--- src/rtl/rcc_sat_counter.sv ---
// rtl/rcc_sat_counter.sv - saturating event counter
//
// Purpose: counts increment requests and holds at all-ones instead of wrapping.
// Ports:
//   i_clk    - clock, rising edge
//   i_reset  - synchronous active-low reset, clears the count
//   i_inc    - increment request for this cycle
//   o_count  - current count [W-1:0]
module rcc_sat_counter #(
  parameter int W = 8
) (
  input  logic         i_clk,
  input  logic         i_reset,
  input  logic         i_inc,
  output logic [W-1:0] o_count
);

  logic [W-1:0] r_count;

  always_ff @(posedge i_clk) begin
    if (!i_reset) begin
      r_count <= '0;
    end else if (i_inc && (r_count != {W{1'b1}})) begin
      r_count <= r_count + W'(1);
    end
  end

  assign o_count = r_count;

endmodule

--- config.mk ---
export PLATFORM = sky130hd
export DESIGN_NAME = rcc_sat_counter
export DESIGN_NICKNAME = d
export VERILOG_FILES = /design/src/rtl/rcc_sat_counter.sv
export SDC_FILE = /design/constraint.sdc
export NUM_CORES = 1
export LEC_CHECK = 0
export CORE_AREA = 2 2 39 41
export CTS_CLUSTER_SIZE = 40
export DETAILED_ROUTE_END_ITERATION = 10
export DIE_AREA = 0 0 41 43
export PLACE_DENSITY_LB_ADDON = 0.05
export SKIP_LAST_GASP = 1
export SYNTH_ARGS = -nofsm -noshare
export SYNTH_HDL_FRONTEND = slang
export SYNTH_SLANG_ARGS = --single-unit
--- constraint.sdc ---
create_clock -name i_clk -period 4.2 [get_ports i_clk]
set_input_delay 0.63 -clock i_clk [delete_from_list [all_inputs] [get_ports i_clk]]
set_output_delay 0.63 -clock i_clk [all_outputs]
set_load 0.01 [all_outputs]
==> impl_metrics.csv, run 1 <==
group,metric,value,unit
setup_path,arrival,1.28,ns
clock_tree,htreeDepth,1,
logic_synthesis,yosys_warnings,0,
routing,routedWlPerCell,12.8,um
worst_hold_path,hold_start,"o_count[1]",
setup_path,startpoint,"o_count[3]",
place,pre_cts_ws,2.17,ns
layout,final_cells,75,
sta,setup_viol,0,
global_routing,grt_first_pass_wirelength,1.61,mm
setup_path,critPathCaptureType,"output pin",
logic_synthesis,synth_seq_cells,8,
die,num_rows,14,
global_routing,grt_max_degree,9,
global_routing,use_met2,18.4,%
layout,antenna_cells,0,
sta,worstMarginPinSlew,0.290,ns
clock_tree,hold_buffers,0,
setup_path,max_stage_delay,0.58,ns
sta,maxSlewHeadroom,80.6,%
sta,grt_setup_unrepaired,"no",
routing,viasPerCell,5.43,
layout,final_util,39.2,%
sta,period_needed,1.91,ns
layout,drive_gt1_share,8.47,%
sta,fin_skew,0.00335,ns
setup_path,required,3.57,ns
layout,postLayoutCellArea,542,sq um
clock_tree,cts_setup_buffers,0,
sta,final_max_slew_viol_count,0,
routing,routed_wl,962,um
logic_synthesis,async_flop_share,0,%
logic_synthesis,synth.avg_cell_area,8.60,sq um
clock_tree,path_clk_slew,0.06,ns
pwr,ir_drop,0.107,mV
clock_tree,clock-sinks,8,
logic_synthesis,synth_nets,51,
global_routing,top_usage_layer,"met1",
sta,max_freq,523,MHz
sta,timing.hold.ws,0.504,ns
logic_synthesis,ys_seq_area_share,39.6,%
sta,finalCritPeriodShare,45.5,%
setup_path,timing.rr.start,"o_count[0]",
clock_tree,cts_tree,"built",
routing,ant_nets,0,
logic_synthesis,synth_area,404,sq um
global_routing,grt_pass1_vias,364,
layout,nFillCells,150,
place,portBuffers,10,
clock_tree,cts_buffers,3,
status,status,"complete, no violations",
pwr,power_density,283,mW/mm^2
setup_path,cp_top_family,"buffers and inverters",
logic_synthesis,netlist_instances,47,
logic_synthesis,synth.distinct_cells,22,
setup_path,cpMaxStageDelayCell,"clkdlybuf4s50_1",
setup_path,crit_path_max_fanout,8,
setup_path,crit_path_start_kind,"flip-flop",
sta,hold_violations,0,
logic_synthesis,ys.flop_type,"dfxtp_1",
pwr,cellLeakagePower,0.196,nW
die,die_area,0.00176,sq mm
place,dp_hpwl,721,um
global_routing,grt_antenna_before_repair,0,
die,die-height,43,um
die,start_util,29.2,%
clock_tree,insertion_delay,0.25,ns
flow_run,maxCapViolations,0,
routing,first_pass_iters,4,
sta,tns,0,ns
setup_path,cp_num_buf_inv,1,
worst_hold_path,hp-class,"flip-flop to flip-flop",
place,finalWeightedCongestion,0.752,
routing,first_iter_violations,11,
sta,setup_slack,2.29,ns
global_routing,grtUsageMet3,3.14,%
layout,largest_register_ffs,8,
layout,finish.net_count,65,
clock_tree,cts_root_buf,"clkbuf_4",
logic_synthesis,synth_edf_count,0,
global_routing,grtUsageMet1,18.8,%
layout,mostFrequentLayoutCells,"clkdlybuf4s50_1, dfxtp_1, nand2_1, a21oi_1",
die,io_pins,11,
setup_path,critPathKind,"flip-flop to output pin",
clock_tree,clk_path_buf_depth,2,
place,numPlacedInstances,72,
place,dpl_cell_area,519,sq um
die,core-area,0.00138,sq mm
routing,drc_errors,0,
layout,final_common_cell,"clkdlybuf4s50_1",
layout,syn2layout_area_growth,34.1,%
global_routing,grt-ovfl-total,0,
routing,vias,407,
clock_tree,post_cts_resize_count,0,
pwr,finalPower,0.153,mW
setup_path,path_cells,"clkdlybuf4s50_1",
global_routing,grt.total_usage,13.9,%
die,die_w,41,um
cells in the mapped netlist (2+ instances only):
cell type	n	area, sq um
a211oi_1	2	15.0
nor3_1	3	15.0
nand3_1	2	10.0
inv_1	2	7.51
mux2i_1	2	20.0
dfxtp_1	8	160
nand2_1	6	22.5
and3_1	2	12.5
nand4_1	2	12.5
o21bai_1	2	15.0
a21oi_1	5	25.0
worst paths after layout:
check                                  end  slack [ns]  cells past startpoint
worst min-delay path            o_count[1]        0.50                      2
worst max register to register  o_count[6]        2.73                      4
worst min register to register  o_count[1]        0.50                      2
worst max-delay path            o_count[3]        2.29                      1
area by class of cell:
cell class,count,area [sq um],share of cell area [%]
multi-input cells,36,231,42.7
repair buffers,10,100,18.5
clock buffers,3,22.5,4.16
flip-flops and latches,8,160,29.6
well taps,16,20.0,3.70
inverters,2,7.51,1.39
cells by family after synthesis:
logic type | share of synthesized area, %
flops | 39.6
simple gates | 26.0
fa+ha+maj | 3.10
buf+inv | 3.10
mux | 4.95
compound gates | 23.2
power by group:
group          total (mW)  switching (mW)  internal, mW  leakage [nW]
registers          0.0805         0.00254        0.0779        0.0648
clock network      0.0584          0.0257        0.0327        0.0138
logic              0.0145         0.00668       0.00780         0.117
layer usage:
layer | part of all wire (%) | wire (um)
met5 | 0 | 0
met4 | 0.94 | 9
met3 | 5.3 | 51
met2 | 48 | 459
met1 | 46 | 441
(Power assumes the default switching activity.)
==> inputs of run 2 (changes only) <==
clock period = 1.8 ns   (was 4.2 ns; I/O delays follow)
==> impl_metrics.csv, run 2 (synthesis gave the netlist of run 1 again) <==
group,metric,value,unit
layout,final_common_cell,"clkdlybuf4s50_1",
layout,syn2layout_area_growth,35.9,%
sta,fin_skew,0.00320,ns
setup_path,path_cells,"clkdlybuf4s50_1",
die,io_pins,11,
place,finalWeightedCongestion,0.758,
place,portBuffers,10,
setup_path,cpMaxStageDelayCell,"clkdlybuf4s50_1",
sta,worstMarginPinSlew,0.245,ns
routing,first_iter_violations,6,
setup_path,required,1.53,ns
setup_path,worst-r2r-setup-slack,0.30,ns
die,die_area,0.00176,sq mm
status,status,"complete, no violations",
clock_tree,cts_tree,"built",
die,num_rows,14,
clock_tree,hold_buffers,0,
sta,tns,0,ns
worst_hold_path,min_to,"o_count[1]",
sta,hold_violations,0,
routing,vias,410,
clock_tree,cts_setup_buffers,0,
clock_tree,cts_root_buf,"clkbuf_4",
routing,viasPerCell,5.39,
layout,antenna_cells,0,
die,die_w,41,um
pwr,cellLeakagePower,0.201,nW
layout,mostFrequentLayoutCells,"clkdlybuf4s50_1, dfxtp_1, nand2_1, a21oi_1",
routing,routed_wl,960,um
layout,nFillCells,157,
routing,ant_nets,0,
setup_path,timing.rr.start,"o_count[0]",
routing,routedWlPerCell,12.6,um
worst_hold_path,holdPathStages,2,
setup_path,critPathCaptureType,"output pin",
sta,setup_viol,0,
setup_path,max_stage_delay,0.58,ns
sta,period_needed,1.56,ns
die,die-height,43,um
global_routing,grt_max_degree,9,
die,core-area,0.00138,sq mm
pwr,power_density,664,mW/mm^2
sta,final_max_slew_viol_count,0,
sta,finalCritPeriodShare,86.7,%
layout,largest_register_ffs,8,
sta,grt_setup_unrepaired,"no",
setup_path,worstRegToRegCells,4,
layout,drive_gt1_share,10.0,%
place,dp_hpwl,715,um
global_routing,grt.total_usage,13.5,%
clock_tree,htreeDepth,1,
setup_path,crit_path_start_kind,"flip-flop",
pwr,ir_drop,0.226,mV
clock_tree,clock-sinks,8,
setup_path,worstReg2RegEnd,"o_count[6]",
sta,max_freq,641,MHz
clock_tree,path_clk_slew,0.06,ns
clock_tree,post_cts_resize_count,0,
die,start_util,29.2,%
worst_hold_path,hold_start,"o_count[1]",
layout,finish.net_count,66,
sta,timing.hold.ws,0.512,ns
global_routing,grt_pass1_vias,372,
sta,maxSlewHeadroom,83.7,%
flow_run,maxCapViolations,0,
worst_hold_path,hp-class,"flip-flop to flip-flop",
clock_tree,clk_path_buf_depth,2,
setup_path,cp.depth,1,
setup_path,crit_path_max_fanout,8,
clock_tree,insertion_delay,0.26,ns
global_routing,grt_first_pass_wirelength,1.60,mm
setup_path,cp_num_buf_inv,1,
setup_path,critPathKind,"flip-flop to output pin",
global_routing,grt_antenna_before_repair,0,
setup_path,cp_top_family,"buffers and inverters",
layout,final_util,39.7,%
routing,first_pass_iters,4,
clock_tree,cts_buffers,3,
routing,drc_errors,0,
global_routing,grt-ovfl-total,0,
setup_path,arrival,1.29,ns
run 2: cell count changes in the layout (fill, tap and decap cells not counted):
cell	previous run	this run
buf_4	0	1
run 2: worst max-delay path by stage:
| stage | start | endpoint |
|---|---|---|
| after floorplan | o_count[0] | o_count[6] |
| after global placement | i_inc | o_count[6] |
| after detailed placement | i_inc | o_count[6] |
| after CTS | o_count[3] | o_count[3] |
| after global routing | o_count[0] | o_count[6] |
| final | o_count[3] | o_count[3] |
run 2: cell type report:
cell class / count / area [sq um] / area share, %
Clock buffer: 3 / 22.5 / 4.10
Inverter: 2 / 7.51 / 1.37
Multi-Input combinational cell: 36 / 231 / 42.1
Sequential cell: 8 / 160 / 29.2
Tap cell: 16 / 20.0 / 3.64
Timing Repair Buffer: 11 / 108 / 19.6
run 2: metrics by stage:
stage,power [mW],std cells,cell area [sq um],setup WS (ns)
4_1_cts,0.368,76,549,0.234
6_report,0.364,76,549,0.239
3_5_place_dp,0.228,73,527,0.145
2_1_floorplan,0.205,47,404,0.376
3_3_place_gp,0.226,73,527,0.174
5_1_grt,0.383,76,549,0.168
run 2: power by group:
part	total, mW	internal (mW)	switching [mW]	leakage (nW)
logic	0.0352	0.0195	0.0157	0.122
registers	0.188	0.182	0.00647	0.0648
clock network	0.141	0.0766	0.0646	0.0138
total	0.364	0.278	0.0867	0.201
run 2: worst register-to-register path: cells and delay by family, from the launching register on:
kind                     cells  cell delay, ns
adder cells (fa/ha/maj)      1            0.26
AND/OR/NAND/NOR              3            0.71
flip-flops                   1            0.42
run 2: per-layer routing:
layer | vias to the layer above | wire (um) | global-route usage, % | part of all wire [%]
li1 | 205 | - | - | -
met1 | 184 | 432 | 19.2 | 45
met2 | 16 | 442 | 17.8 | 46
met3 | 5 | 53 | 3.14 | 5.5
met4 | 0 | 31 | 8.00 | 3.2
met5 | - | 0 | 0 | 0
==> inputs of run 3 (changes only) <==
ABC_CLOCK_PERIOD_IN_PS = 1800   (was not set)
==> results of run 3 <==
Final layout, timing and power as in run 2 (identical DEF).
